==> config.mk <==
export PLATFORM = sky130hd
export DESIGN_NAME = rr_token_arbiter
export DESIGN_NICKNAME = d
export VERILOG_FILES = /design/src/rtl/rr_arb_pkg.sv /design/src/rtl/rr_token_arbiter_onehot_to_bin.sv /design/src/rtl/rr_token_arbiter.sv
export SDC_FILE = /design/constraint.sdc
export NUM_CORES = 1
export LEC_CHECK = 0
export ABC_AREA = 1
export CORE_MARGIN = 2
export CORE_UTILIZATION = 30
export DETAILED_ROUTE_END_ITERATION = 7
export HOLD_SLACK_MARGIN = 0.12
export PLACE_DENSITY = 0.63
export SYNTH_ARGS = -nofsm -noshare
export SYNTH_HDL_FRONTEND = slang
export SYNTH_SLANG_ARGS = --single-unit
==> constraint.sdc <==
create_clock -name CLK -period 2 [get_ports CLK]
set_input_delay 0.3 -clock CLK [delete_from_list [all_inputs] [get_ports CLK]]
set_output_delay 0.3 -clock CLK [all_outputs]
set_load 0.1 [all_outputs]
==> src/rtl/rr_arb_pkg.sv <==
// rtl/rr_arb_pkg.sv - shared states and defaults for the round-robin token arbiter
package rr_arb_pkg;

   typedef enum logic [1:0] {
      SCAN    = 2'b00,
      GRANT   = 2'b01,
      RELEASE = 2'b10
   } arb_state_t;

   localparam int DEF_N        = 16;
   localparam int DEF_IDW      = 4;
   localparam int DEF_MAX_HOLD = 8;

   // Token starts on slot 0, which is the leftmost bit of a [0:N-1] vector.
   localparam logic [0:DEF_N-1] DEF_RST_TOKEN = 16'h8000;

endpackage

==> src/rtl/rr_token_arbiter_onehot_to_bin.sv <==
// rtl/rr_token_arbiter_onehot_to_bin.sv - OR-tree one-hot to binary encoder (bin[0] is MSB)
module onehot_to_bin #(
   parameter int N   = 16,
   parameter int IDW = 4
) (
   input  logic [0:N-1]   oh,
   output logic [0:IDW-1] bin
);

   always_comb begin
      bin = '0;
      for (int i = 0; i < N; i++) begin
         if (oh[i]) bin = bin | IDW'(i);
      end
   end

endmodule

==> src/rtl/rr_token_arbiter.sv <==
// rtl/rr_token_arbiter.sv - round-robin token arbiter; define PRIORITY_SKIP_EN to let
// an idle SCAN jump the token straight to the next requesting slot.
module rr_token_arbiter
   import rr_arb_pkg::*;
#(
   parameter int N        = DEF_N,
   parameter int IDW      = DEF_IDW,
   parameter int MAX_HOLD = DEF_MAX_HOLD
) (
   input  logic           CLK,
   input  logic           RST,
   input  logic           EN,
   input  logic [0:N-1]   REQ,
   output logic [0:N-1]   GNT,
   output logic [0:IDW-1] GNT_ID,
   output logic           GNT_VLD,
   output logic [0:N-1]   TOKEN,
   output logic           PREEMPT
);

   localparam int               HCW       = (MAX_HOLD > 1) ? $clog2(MAX_HOLD) : 1;
   localparam logic [HCW-1:0]   HOLD_LAST = HCW'(MAX_HOLD - 1);
   localparam logic [0:N-1]     TOKEN_RST = {1'b1, {(N-1){1'b0}}};

   arb_state_t     state, state_nxt;
   logic [0:N-1]   token_nxt, gnt_nxt, step_tok, scan_tok;
   logic [0:IDW-1] tok_id, gnt_id_nxt;
   logic           gnt_vld_nxt, preempt_nxt, tok_req;
   logic [HCW-1:0] hold_cnt, hold_cnt_nxt;

   // One encoder on the token serves both GNT_ID and the skip-search origin.
   onehot_to_bin #(.N(N), .IDW(IDW)) u_enc (
      .oh  (TOKEN),
      .bin (tok_id)
   );

   assign tok_req  = |(REQ & TOKEN);
   assign step_tok = {TOKEN[N-1], TOKEN[0:N-2]};

`ifdef PRIORITY_SKIP_EN
   logic [IDW-1:0] cand;
   logic           found;

   always_comb begin
      scan_tok = TOKEN;
      found    = 1'b0;
      cand     = '0;
      for (int k = 1; k < N; k++) begin
         cand = tok_id + IDW'(k);
         if (!found && REQ[cand]) begin
            found          = 1'b1;
            scan_tok       = '0;
            scan_tok[cand] = 1'b1;
         end
      end
   end
`else
   assign scan_tok = step_tok;
`endif

   always_comb begin
      state_nxt    = state;
      token_nxt    = TOKEN;
      gnt_nxt      = GNT;
      gnt_id_nxt   = GNT_ID;
      gnt_vld_nxt  = GNT_VLD;
      preempt_nxt  = 1'b0;
      hold_cnt_nxt = hold_cnt;
      case (state)
         SCAN: begin
            if (tok_req) begin
               state_nxt    = GRANT;
               gnt_nxt      = TOKEN;
               gnt_id_nxt   = tok_id;
               gnt_vld_nxt  = 1'b1;
               hold_cnt_nxt = '0;
            end else begin
               token_nxt = scan_tok;
            end
         end
         GRANT: begin
            hold_cnt_nxt = hold_cnt + HCW'(1);
            if (!tok_req || hold_cnt == HOLD_LAST) begin
               state_nxt   = RELEASE;
               gnt_nxt     = '0;
               gnt_id_nxt  = '0;
               gnt_vld_nxt = 1'b0;
               preempt_nxt = tok_req;
            end
         end
         RELEASE: begin
            state_nxt = SCAN;
            token_nxt = step_tok;
         end
         default: begin
            state_nxt    = SCAN;
            gnt_nxt      = '0;
            gnt_id_nxt   = '0;
            gnt_vld_nxt  = 1'b0;
            hold_cnt_nxt = '0;
         end
      endcase
   end

   always_ff @(posedge CLK) begin
      if (RST) begin
         state    <= SCAN;
         TOKEN    <= TOKEN_RST;
         GNT      <= '0;
         GNT_ID   <= '0;
         GNT_VLD  <= 1'b0;
         PREEMPT  <= 1'b0;
         hold_cnt <= '0;
      end else if (EN) begin
         state    <= state_nxt;
         TOKEN    <= token_nxt;
         GNT      <= gnt_nxt;
         GNT_ID   <= gnt_id_nxt;
         GNT_VLD  <= gnt_vld_nxt;
         PREEMPT  <= preempt_nxt;
         hold_cnt <= hold_cnt_nxt;
      end else begin
         PREEMPT  <= 1'b0;
      end
   end

endmodule

==> flow_metrics.py <==
metrics = {
    "detailed_routing": {
        "first_pass_iters": 4,
        "drtAntennaViolNets": 0,
        "first_iter_violations": 81,
        "wirelength_um": 5280,
        "drc": 0,
        "drt-vias-per-instance": 4.53,
        "post_drt_wl_per_cell_um": 11.7,
        "num_vias": 2040,
    },
    "cts": {
        "tritoncts": "built",
        "clock_latency_ns": 0.30,
        "cts-root-buf": "clkbuf_8",
        "cts_buffers": 5,
        "cts_max_path_buffers": 2,
        "cts.hold.buffers_added": 0,
        "cts.htree.levels": 2,
        "path_clk_slew_ns": 0.08,
        "cts_resized": 0,
        "postCtsSetupBuffers": 0,
        "clock-sinks": 43,
    },
    "worst_setup_path": {
        "worst-path-buf-inv": 3,
        "r2r-start": "TOKEN[1]",
        "end_kind": "flip-flop",
        "regToRegSetupSlack_ns": 0.36,
        "crit_arrival_ns": 1.90,
        "crit_family": "simple AND/OR/NAND/NOR gates",
        "crit_start": "REQ[1]",
        "crit_path_top_delay_cell": "clkdlybuf4s50_1",
        "crit_chain": "clkdlybuf4s50_1 -> nand2_1 -> nand2_1 -> nor2_1 -> nand2_1 -> nor2_4 -> inv_2 -> nand3_4 -> nand2_4 -> inv_2 -> nor2_1 -> nor2_1",
        "rr_worst_depth": 11,
        "cp-start-kind": "input port",
        "crit_type": "in2reg",
        "cp_max_fo": 28,
        "critPathRequiredTime_ns": 2.23,
        "critPathMaxStageDelay_ns": 0.39,
        "regToRegEndpoint": "GNT[10]",
    },
    "synth": {
        "avgSynthCellArea_sq_um": 6.67,
        "synth.cell_area_sq_um": 2070,
        "synth_enable_flop_cells": 0,
        "synthFlopType": "dfxtp_1",
        "ys_seq_area_frac": 0.415,
        "syn_inst": 311,
        "async_reset_ff_frac": 0,
        "ys_warn_count": 0,
        "syn_nets": 332,
        "ys_seq_elements": 43,
        "ys_types": 26,
    },
    "timing": {
        "fmax_mhz": 599,
        "finalHoldViolations": 0,
        "rsz0062_at_grt": "false",
        "fin_skew_ns": 0.0114,
        "setup_viol": 0,
        "relSlewSlack": 0.703,
        "worstMarginPinSlew_ns": 0.445,
        "fin_crit_sh": 0.834,
        "slew_viol_final": 0,
        "setup_tns_ns": 0,
        "period_needed_ns": 1.67,
    },
    "pwr": {
        "power.density_nw_per_um2": 890,
        "total_power_mw": 2.44,
        "ir_worst_vdd_mv": 0.439,
        "p_leak_nw": 1.26,
    },
    "status": {
        "status": "finished, final reports clean",
    },
    "global_route": {
        "grt_util_all_layers": 0.150,
        "grt_pass1_vias": 1945,
        "gr-total-overflow": 0,
        "grt_max_degree": 29,
        "antenna_found_initial": 0,
        "grt_pass1_wl_um": 9080,
    },
    "hold_path": {
        "hold_path.startpoint": "hold_cnt[2]",
        "worstHoldPathCells": 2,
        "min_to": "hold_cnt[2]",
        "hold_path_class": "reg2reg",
    },
    "final_layout": {
        "num-nets-final": 390,
        "area_delta_synth_final_pct": 32.2,
        "nFillCells": 723,
        "drive_gt1_frac": 0.232,
        "antenna-diode-count": 0,
    },
    "floorplanning": {
        "fp-row-count": 30,
        "placeableCoreArea_sq_um": 6760,
        "die_y_um": 87.1,
        "die_w_um": 87.1,
        "floorplan.initialDensity": 0.307,
        "io-pin-count": 57,
        "die_area_sq_um": 7590,
    },
    "placement": {
        "io_buffers": 56,
        "dp_hpwl_um": 3870,
        "place.gp.congestion": 0.910,
    },
    "flow_run": {
        "drv_cap": 0,
    },
}
## cell usage after synthesis, types with 2 or more instances
cell      number  area [sq um]
nand2_4        2          22.5
nor2_1        60           225
nor4_1         3          18.8
nand2_2        8          50.1
ha_1           2          25.0
nand3_1       26           130
a21oi_1       24           120
nor3_1         5          25.0
inv_2          2          7.51
buf_4          3          22.5
buf_6          2          22.5
clkbuf_1       5          18.8
inv_1         31           116
dfxtp_1       43           861
nand2_1       84           315
## worst max-delay path by stage
| stage | to | slack [ns] | cells after the start |
|---|---|---|---|
| 2_1_floorplan | GNT_VLD | 0.20 | 11 |
| 3_3_place_gp | GNT[3] | 0.04 | 11 |
| 3_5_place_dp | GNT[10] | 0.01 | 12 |
| 4_1_cts | GNT[10] | 0.31 | 12 |
| 5_1_grt | GNT[4] | 0.14 | 12 |
| 6_report | GNT[10] | 0.33 | 12 |
## layout by cell type (no fill, tap or decap), drive strengths merged
master,Yosys,routed
nand2,94,94
nor2,62,62
buf,7,45
dfxtp,43,43
inv,33,33
nand3,27,27
a21oi,25,25
clkdlybuf4s50,0,18
nor3,5,5
clkbuf,5,5
nor4,3,3
ha,2,2
clkinvlp,0,2
or2,1,1
nand4,1,1
o21ai,1,1
o211ai,1,1
nand3b,1,1
clkinv,0,1
## layout make-up
cell class                 count  area (sq um)  area share
multi-input combinational    223          1020       0.371
sequential                    43           881       0.321
timing repair buffer          63           531       0.194
inverter                      33           124      0.0452
tap                           80           100      0.0365
clock buffer                   5          68.8      0.0251
clock inverter                 3          20.0     0.00731
## where the power goes
part | internal (mW) | switching [mW] | total [mW]
Combinational | 0.226 | 0.699 | 0.925
Sequential | 0.924 | 0.0455 | 0.970
Clock | 0.243 | 0.300 | 0.543
Total | 1.39 | 1.04 | 2.44
## stage by stage
stage / area [sq um] / hold slack [ns] / worst slack (ns) / cells / util
after floorplan: 2090 / 0.447 / 0.201 / 311 / -
after global placement: 2650 / 0.457 / 0.0392 / 442 / 0.392
after detailed placement: 2650 / 0.466 / 0.0117 / 442 / 0.392
after CTS: 2740 / 0.480 / 0.312 / 450 / 0.406
after global routing: 2740 / 0.507 / 0.145 / 450 / 0.406
final: 2740 / 0.477 / 0.332 / 450 / 0.406
## kinds of logic after synthesis
family,synth area share
simple gates,0.406
buf+inv,0.0947
flops,0.415
compound gates,0.0718
fa+ha+maj,0.0121
## per-layer routing
layer,global-route usage,wire [um],up-vias
met2,0.250,2470,49
met4,0.0336,31,0
met3,0.0332,284,4
met5,0,0,-
li1,-,-,1085
met1,0.198,2500,902
## sequential cells by signal, summed over array words and instances, names as in the netlist
register	count
GNT	16
GNT_VLD	1
hold_cnt	3
PREEMPT	1
GNT_ID	4
TOKEN	16
state	2
## tightest hold or removal path: stages, from the launching register on
cell	delay, ns
dfxtp_1	0.32
nand2_1	0.06
a21oi_1	0.05
Note: power is estimated with default switching activity, not from simulation.
